===== src/rtl/memory_arbiter_pkg.sv =====
// Shared encodings and default sizes for the main-memory arbiter.
package memory_arbiter_pkg;

   localparam int DEF_MEMORY_ADDRESS_SIZE = 32;
   localparam int DEF_CACHE_LINE_SIZE     = 128;
   localparam int DEF_TIMEOUT_CYCLES      = 64;

   typedef enum logic [1:0] {
      ARB_IDLE     = 2'd0,
      ARB_GRANT_IC = 2'd1,
      ARB_GRANT_DC = 2'd2,
      ARB_RELEASE  = 2'd3
   } arb_state_t;

   localparam logic OWNER_IC = 1'b0;
   localparam logic OWNER_DC = 1'b1;

endpackage


===== src/rtl/memory_arbiter_rr_picker.sv =====
// Two-way round-robin picker: req[0]=ICache, req[1]=DCache; grant is one-hot or zero.
module memory_arbiter_rr_picker
   import memory_arbiter_pkg::*;
(
   input  logic [1:0] req,
   input  logic       last_owner,
   output logic [1:0] grant
);

   always_comb begin
      grant = 2'b00;
      if (req == 2'b11) begin
         grant = (last_owner == OWNER_DC) ? 2'b01 : 2'b10;
      end else begin
         grant = req;
      end
   end

endmodule


===== src/rtl/memory_arbiter.sv =====
// Arbitrates the single main-memory port between ICache and DCache with round-robin
// tie-breaking and a watchdog that forces release of a grant whose memory never answers.
module memory_arbiter
   import memory_arbiter_pkg::*;
#(
   parameter int MEMORY_ADDRESS_SIZE = DEF_MEMORY_ADDRESS_SIZE,
   parameter int CACHE_LINE_SIZE     = DEF_CACHE_LINE_SIZE,
   parameter int TIMEOUT_CYCLES      = DEF_TIMEOUT_CYCLES
) (
   input  logic                           clk,
   input  logic                           reset,
   input  logic                           ic_op_init,
   input  logic                           ic_op_done,
   input  logic                           ic_start_access,
   input  logic [MEMORY_ADDRESS_SIZE-1:0] ic_address,
   output logic                           ic_allow_op,
   output logic                           ic_data_ready,
   input  logic                           dc_op_init,
   input  logic                           dc_op_done,
   input  logic                           dc_start_access,
   input  logic                           dc_op,
   input  logic [MEMORY_ADDRESS_SIZE-1:0] dc_address,
   input  logic [CACHE_LINE_SIZE-1:0]     dc_data_in,
   output logic                           dc_allow_op,
   output logic                           dc_data_ready,
   output logic [CACHE_LINE_SIZE-1:0]     line_out,
   output logic                           mem_enable,
   output logic                           mem_op,
   output logic [MEMORY_ADDRESS_SIZE-1:0] mem_address,
   output logic [CACHE_LINE_SIZE-1:0]     mem_data_in,
   input  logic [CACHE_LINE_SIZE-1:0]     mem_data_out,
   input  logic                           mem_data_ready,
   output logic                           timeout_err
);

   localparam logic [7:0] WDOG_LAST = 8'(TIMEOUT_CYCLES - 1);

   arb_state_t state_q, state_d;
   logic       last_owner_q, last_owner_d;
   logic [7:0] wdog_q, wdog_d;
   logic [1:0] pick;
   logic       own_ic, own_dc, owner;
   logic       own_start, own_done, own_init, expire;

   memory_arbiter_rr_picker u_rr_picker (
      .req        ({dc_op_init, ic_op_init}),
      .last_owner (last_owner_q),
      .grant      (pick)
   );

   always_comb begin
      own_ic    = (state_q == ARB_GRANT_IC);
      own_dc    = (state_q == ARB_GRANT_DC);
      owner     = own_dc ? OWNER_DC : OWNER_IC;
      own_start = (own_ic & ic_start_access) | (own_dc & dc_start_access);
      own_done  = (own_ic & ic_op_done)      | (own_dc & dc_op_done);
      own_init  = (own_ic & ic_op_init)      | (own_dc & dc_op_init);
      expire    = (own_ic | own_dc) && (wdog_q == WDOG_LAST);
   end

   always_comb begin
      state_d      = state_q;
      last_owner_d = last_owner_q;
      wdog_d       = wdog_q;
      case (state_q)
         ARB_IDLE: begin
            wdog_d = '0;
            if (pick[0]) begin
               state_d = ARB_GRANT_IC;
            end else if (pick[1]) begin
               state_d = ARB_GRANT_DC;
            end
         end
         ARB_GRANT_IC, ARB_GRANT_DC: begin
            if (mem_data_ready) begin
               wdog_d = '0;
            end else if (own_start) begin
               wdog_d = wdog_q + 8'd1;
            end
            // Owner is recorded on exit so the next IDLE tie goes to the other cache.
            if (own_done || !own_init || expire) begin
               state_d      = ARB_RELEASE;
               last_owner_d = owner;
            end
         end
         ARB_RELEASE: begin
            wdog_d  = '0;
            state_d = ARB_IDLE;
         end
         default: state_d = ARB_IDLE;
      endcase
   end

   always_ff @(posedge clk or negedge reset) begin
      if (!reset) begin
         state_q      <= ARB_IDLE;
         last_owner_q <= OWNER_DC;
         wdog_q       <= '0;
      end else begin
         state_q      <= state_d;
         last_owner_q <= last_owner_d;
         wdog_q       <= wdog_d;
      end
   end

   // Outputs decode the state register directly so an async reset drops them at once.
   always_comb begin
      ic_allow_op   = own_ic;
      dc_allow_op   = own_dc;
      ic_data_ready = own_ic & mem_data_ready;
      dc_data_ready = own_dc & mem_data_ready;
      line_out      = mem_data_out;
      mem_enable    = 1'b0;
      mem_op        = 1'b0;
      mem_address   = '0;
      mem_data_in   = '0;
      timeout_err   = expire;
      if (own_ic) begin
         mem_enable  = ic_start_access;
         mem_address = ic_address;
      end else if (own_dc) begin
         mem_enable  = dc_start_access;
         mem_op      = dc_op;
         mem_address = dc_address;
         mem_data_in = dc_data_in;
      end
   end

endmodule


===== config.mk =====
export PLATFORM = sky130hd
export DESIGN_NAME = memory_arbiter
export DESIGN_NICKNAME = d
export VERILOG_FILES = /design/src/rtl/memory_arbiter_pkg.sv /design/src/rtl/memory_arbiter_rr_picker.sv /design/src/rtl/memory_arbiter.sv
export SDC_FILE = /design/constraint.sdc
export NUM_CORES = 1
export LEC_CHECK = 0
export CORE_AREA = 5 5 239 241
export DETAILED_ROUTE_END_ITERATION = 12
export DIE_AREA = 0 0 244 246
export SETUP_SLACK_MARGIN = 0.4
export SLEW_MARGIN = 20
export SYNTH_ARGS = -nofsm -noshare
export SYNTH_HDL_FRONTEND = slang
export SYNTH_SLANG_ARGS = --single-unit

===== constraint.sdc =====
create_clock -name clk -period 4.2 [get_ports clk]
set_input_delay 0.84 -clock clk [delete_from_list [all_inputs] [get_ports clk]]
set_output_delay 0.84 -clock clk [all_outputs]
set_load 0.005 [all_outputs]

==> qor.json <==
{
  "sta": {
    "setup-violations-final": 0,
    "timing_worst_slew_pin_value_ns": 0.5825,
    "slew_headroom": 0.6117,
    "finalCriticalPeriod_ns": 3.352,
    "finalCritPeriodShare": 0.7980,
    "finalClockSkew_ns": 0.001235,
    "final_max_slew_viol_count": 0,
    "timing.setup.tns_ns": 0,
    "worst_hold_slack_ns": 0.5236,
    "grt_setup_unrepaired": "false",
    "max_clock_freq_ghz": 0.2984,
    "timing_hold_violations_final": 0
  },
  "floorplanning": {
    "placement_rows": 86,
    "floorplan.initialDensity": 0.05409,
    "num_io_pins": 625,
    "fp.dieW_um": 244,
    "placeableCoreArea_um2": 54660,
    "die_h_um": 246,
    "dieArea_um2": 60020
  },
  "min_path": {
    "min-delay-path-class": "flop to flop",
    "worstHoldPathCells": 2,
    "holdPathEnd": "wdog_q[1]",
    "timing.hold.worst.start": "wdog_q[1]"
  },
  "clock_network": {
    "clk_pin_slew_worst_paths_ns": 0.04,
    "clk-insertion-delay-late_ns": 0.23,
    "clock_tree.htree_level_count": 1,
    "cts_tree": "built",
    "maximum_root_to_sink_buffer_count": 2,
    "cts-buffers-inserted": 3,
    "root_buffer": "sky130_fd_sc_hd__clkbuf_16",
    "cts.sinks": 11
  },
  "detailed_routing": {
    "postRouteAntennaNets": 0,
    "drt-vias-per-instance": 2.802,
    "finalWirelength_um": 30320,
    "route.detailed.drc": 0,
    "num_vias": 3870,
    "drt_pass1_iterations": 4,
    "wl_per_cell_um": 21.96,
    "drt_iter0_drc": 94
  },
  "global_route": {
    "grtUsageTotal": 0.09301,
    "globalRoute.busiestLayer": "met2",
    "grt_pass1_vias": 4121,
    "grtUsageMet2": 0.1583,
    "global_route.usage.met1": 0.06344,
    "grt_start_max_net_pins": 78,
    "grt_pass1_wl_um": 37630,
    "antenna_found_initial": 37,
    "groute.layer.met3.usage": 0.1142,
    "grt.overflow.total": 0
  },
  "cells_and_area": {
    "layout.cells.most_common": "sky130_fd_sc_hd__clkdlybuf4s50_1",
    "finalNetCount": 1005,
    "most_frequent_cells_in_the_layout": "366 x sky130_fd_sc_hd__clkdlybuf4s50_1, 131 x sky130_fd_sc_hd__and2_1, 66 x sky130_fd_sc_hd__nand2_1",
    "synthToLayoutAreaGrowth_pct": 124.4,
    "layout-drive-gt1-share": 0.02985
  },
  "setup_path": {
    "timing.reg2reg.setup_slack_ns": 1.91,
    "setup.worst_path.class": "flop to output port",
    "critical_path.slowest_cell": "sky130_fd_sc_hd__clkdlybuf4s50_1",
    "crit_path_max_fo": 34,
    "timing.critical_path.to_type": "output port",
    "cp_cell_sequence": "inv_1, ha_1, buf_4, nand2_1, o21ai_1, clkdlybuf4s50_1",
    "worst-path-buf-inv": 3,
    "critPathMaxStageDelay_ns": 0.63,
    "critical_path.reg2reg.endpoint": "wdog_q[5]",
    "critical_path_required_ns": 3.36,
    "setup.worst_path.start_class": "flop",
    "reg2reg_depth": 8,
    "worstPathArrival_ns": 2.51,
    "worstReg2RegStart": "state_q[1]",
    "timing.critical_path.max_delay_family": "buffers and inverters"
  },
  "yosys": {
    "synth_async_sr_flop_share": 1.000,
    "yosys.cell_types.count": 33,
    "synth_area_per_cell_um2": 6.629,
    "synth_flop_cell": "sky130_fd_sc_hd__dfrtp_1",
    "yosys_warnings": 0,
    "synth_fp_nets": 780,
    "number_of_enable_flip_flop_cells_after_synthesis": 0,
    "synth.cell_area_um2": 2957,
    "synth_seq_cells": 11,
    "synth-seq-area-share": 0.09353,
    "synthesis.instances": 446
  },
  "run": {
    "maxCapViolations": 0
  },
  "place": {
    "buffer_ports.inserted": 368,
    "gp_routability_congestion": 0.7248,
    "post-dp-hpwl_um": 28440
  },
  "power": {
    "vdd_ir_drop_max_v": 0.0002129,
    "power-per-cell-area_nw_per_um2": 432.7,
    "power.leakage_nw": 2.275
  },
  "status": {
    "status": "finished, final reports clean"
  }
}
-- timing repair --
action                                  in CTS  in global routing
hold buffers                                 0                  0
buffers inserted                             0                  0
endpoints found under the setup margin       1                  0
gates resized for setup                      1                  0
-- synth_stat cells, types with 2 or more instances --
cell type                  number  area, um^2
sky130_fd_sc_hd__and2_1       131       819.5
sky130_fd_sc_hd__buf_4        129       968.4
sky130_fd_sc_hd__nand2_1       66       247.7
sky130_fd_sc_hd__o21ai_0       33       165.2
sky130_fd_sc_hd__clkbuf_1      19       71.32
sky130_fd_sc_hd__dfrtp_1       10       250.2
sky130_fd_sc_hd__nor2_1         9       33.78
sky130_fd_sc_hd__nand3_1        6       30.03
sky130_fd_sc_hd__xor2_1         6       52.55
sky130_fd_sc_hd__ha_1           4       50.05
sky130_fd_sc_hd__buf_1          3       11.26
sky130_fd_sc_hd__inv_1          3       11.26
sky130_fd_sc_hd__a21oi_1        2       10.01
sky130_fd_sc_hd__a22o_1         2       17.52
sky130_fd_sc_hd__buf_2          2       10.01
sky130_fd_sc_hd__inv_2          2       7.510
sky130_fd_sc_hd__mux2_1         2       22.52
sky130_fd_sc_hd__nand4_1        2       12.51
-- metal layers --
metal / share of wire / wire length, um
met1: 0.24 / 7351
met2: 0.45 / 13710
met3: 0.27 / 8068
met4: 0.030 / 918
met5: 0.0090 / 274
-- worst min-delay path, cell delays in order, from the launching register on --
cell,delay (ns)
sky130_fd_sc_hd__dfrtp_1,0.36
sky130_fd_sc_hd__nand3_1,0.07
sky130_fd_sc_hd__nand2_1,0.06
-- cell type report --
cell class              count  area, um^2
multi-input cells         276        1604
clock buffers               4       78.83
diodes                      7       17.52
inverters                   6       22.52
flip-flops and latches     11       276.5
well taps                 704       880.8
repair buffers            373        3754
fillers                  6284       48030
-- kinds of logic (layout without fill, tap and decap cells) --
logic type	count (synthesis)	in the layout	synth area share
xor gates and xnor gates	7	7	0.02074
muxes	3	3	0.01100
buffers and inverters	159	383	0.3665
other	0	7	0
adders and majority gates	4	4	0.01693
AOI/OAI and AO/OA	42	42	0.08253
and+or+nand+nor	220	220	0.4088
DFF	11	11	0.09353
-- sequential cells by signal (all words and copies together), names as in the netlist --
signal,count
last_owner_q,1
state_q,2
wdog_q,8
-- how the worst max path moves through the flow --
stage                          from               end  cells past startpoint
global route             state_q[0]        mem_enable                      6
floorplan                state_q[0]  mem_data_in[100]                      6
global placement    dc_start_access        mem_enable                      4
finish                   state_q[0]        mem_enable                      6
detailed placement  dc_start_access        mem_enable                      4
CTS                      state_q[0]        mem_enable                      6
-- through the flow --
stage	instances	cell area (um^2)	power, mW	util	worst slack [ns]
floorplan	446	2957	1.142	-	1.832
global placement	1370	6538	2.769	0.1196	0.3646
detailed placement	1370	6538	2.804	0.1196	0.4276
CTS	1374	6616	2.990	0.1210	0.6338
global route	1374	6616	3.136	0.1210	0.6538
finish	1381	6634	2.870	0.1214	0.8485
-- power by group --
| part | switching [mW] | total (mW) | internal [mW] | leakage [nW] |
|---|---|---|---|---|
| Sequential | 0.0150 | 0.146 | 0.131 | 0.145 |
| Combinational | 1.08 | 2.55 | 1.47 | 2.09 |
| Clock | 0.0433 | 0.170 | 0.127 | 0.0382 |
Power figures use the tool's default switching activity.
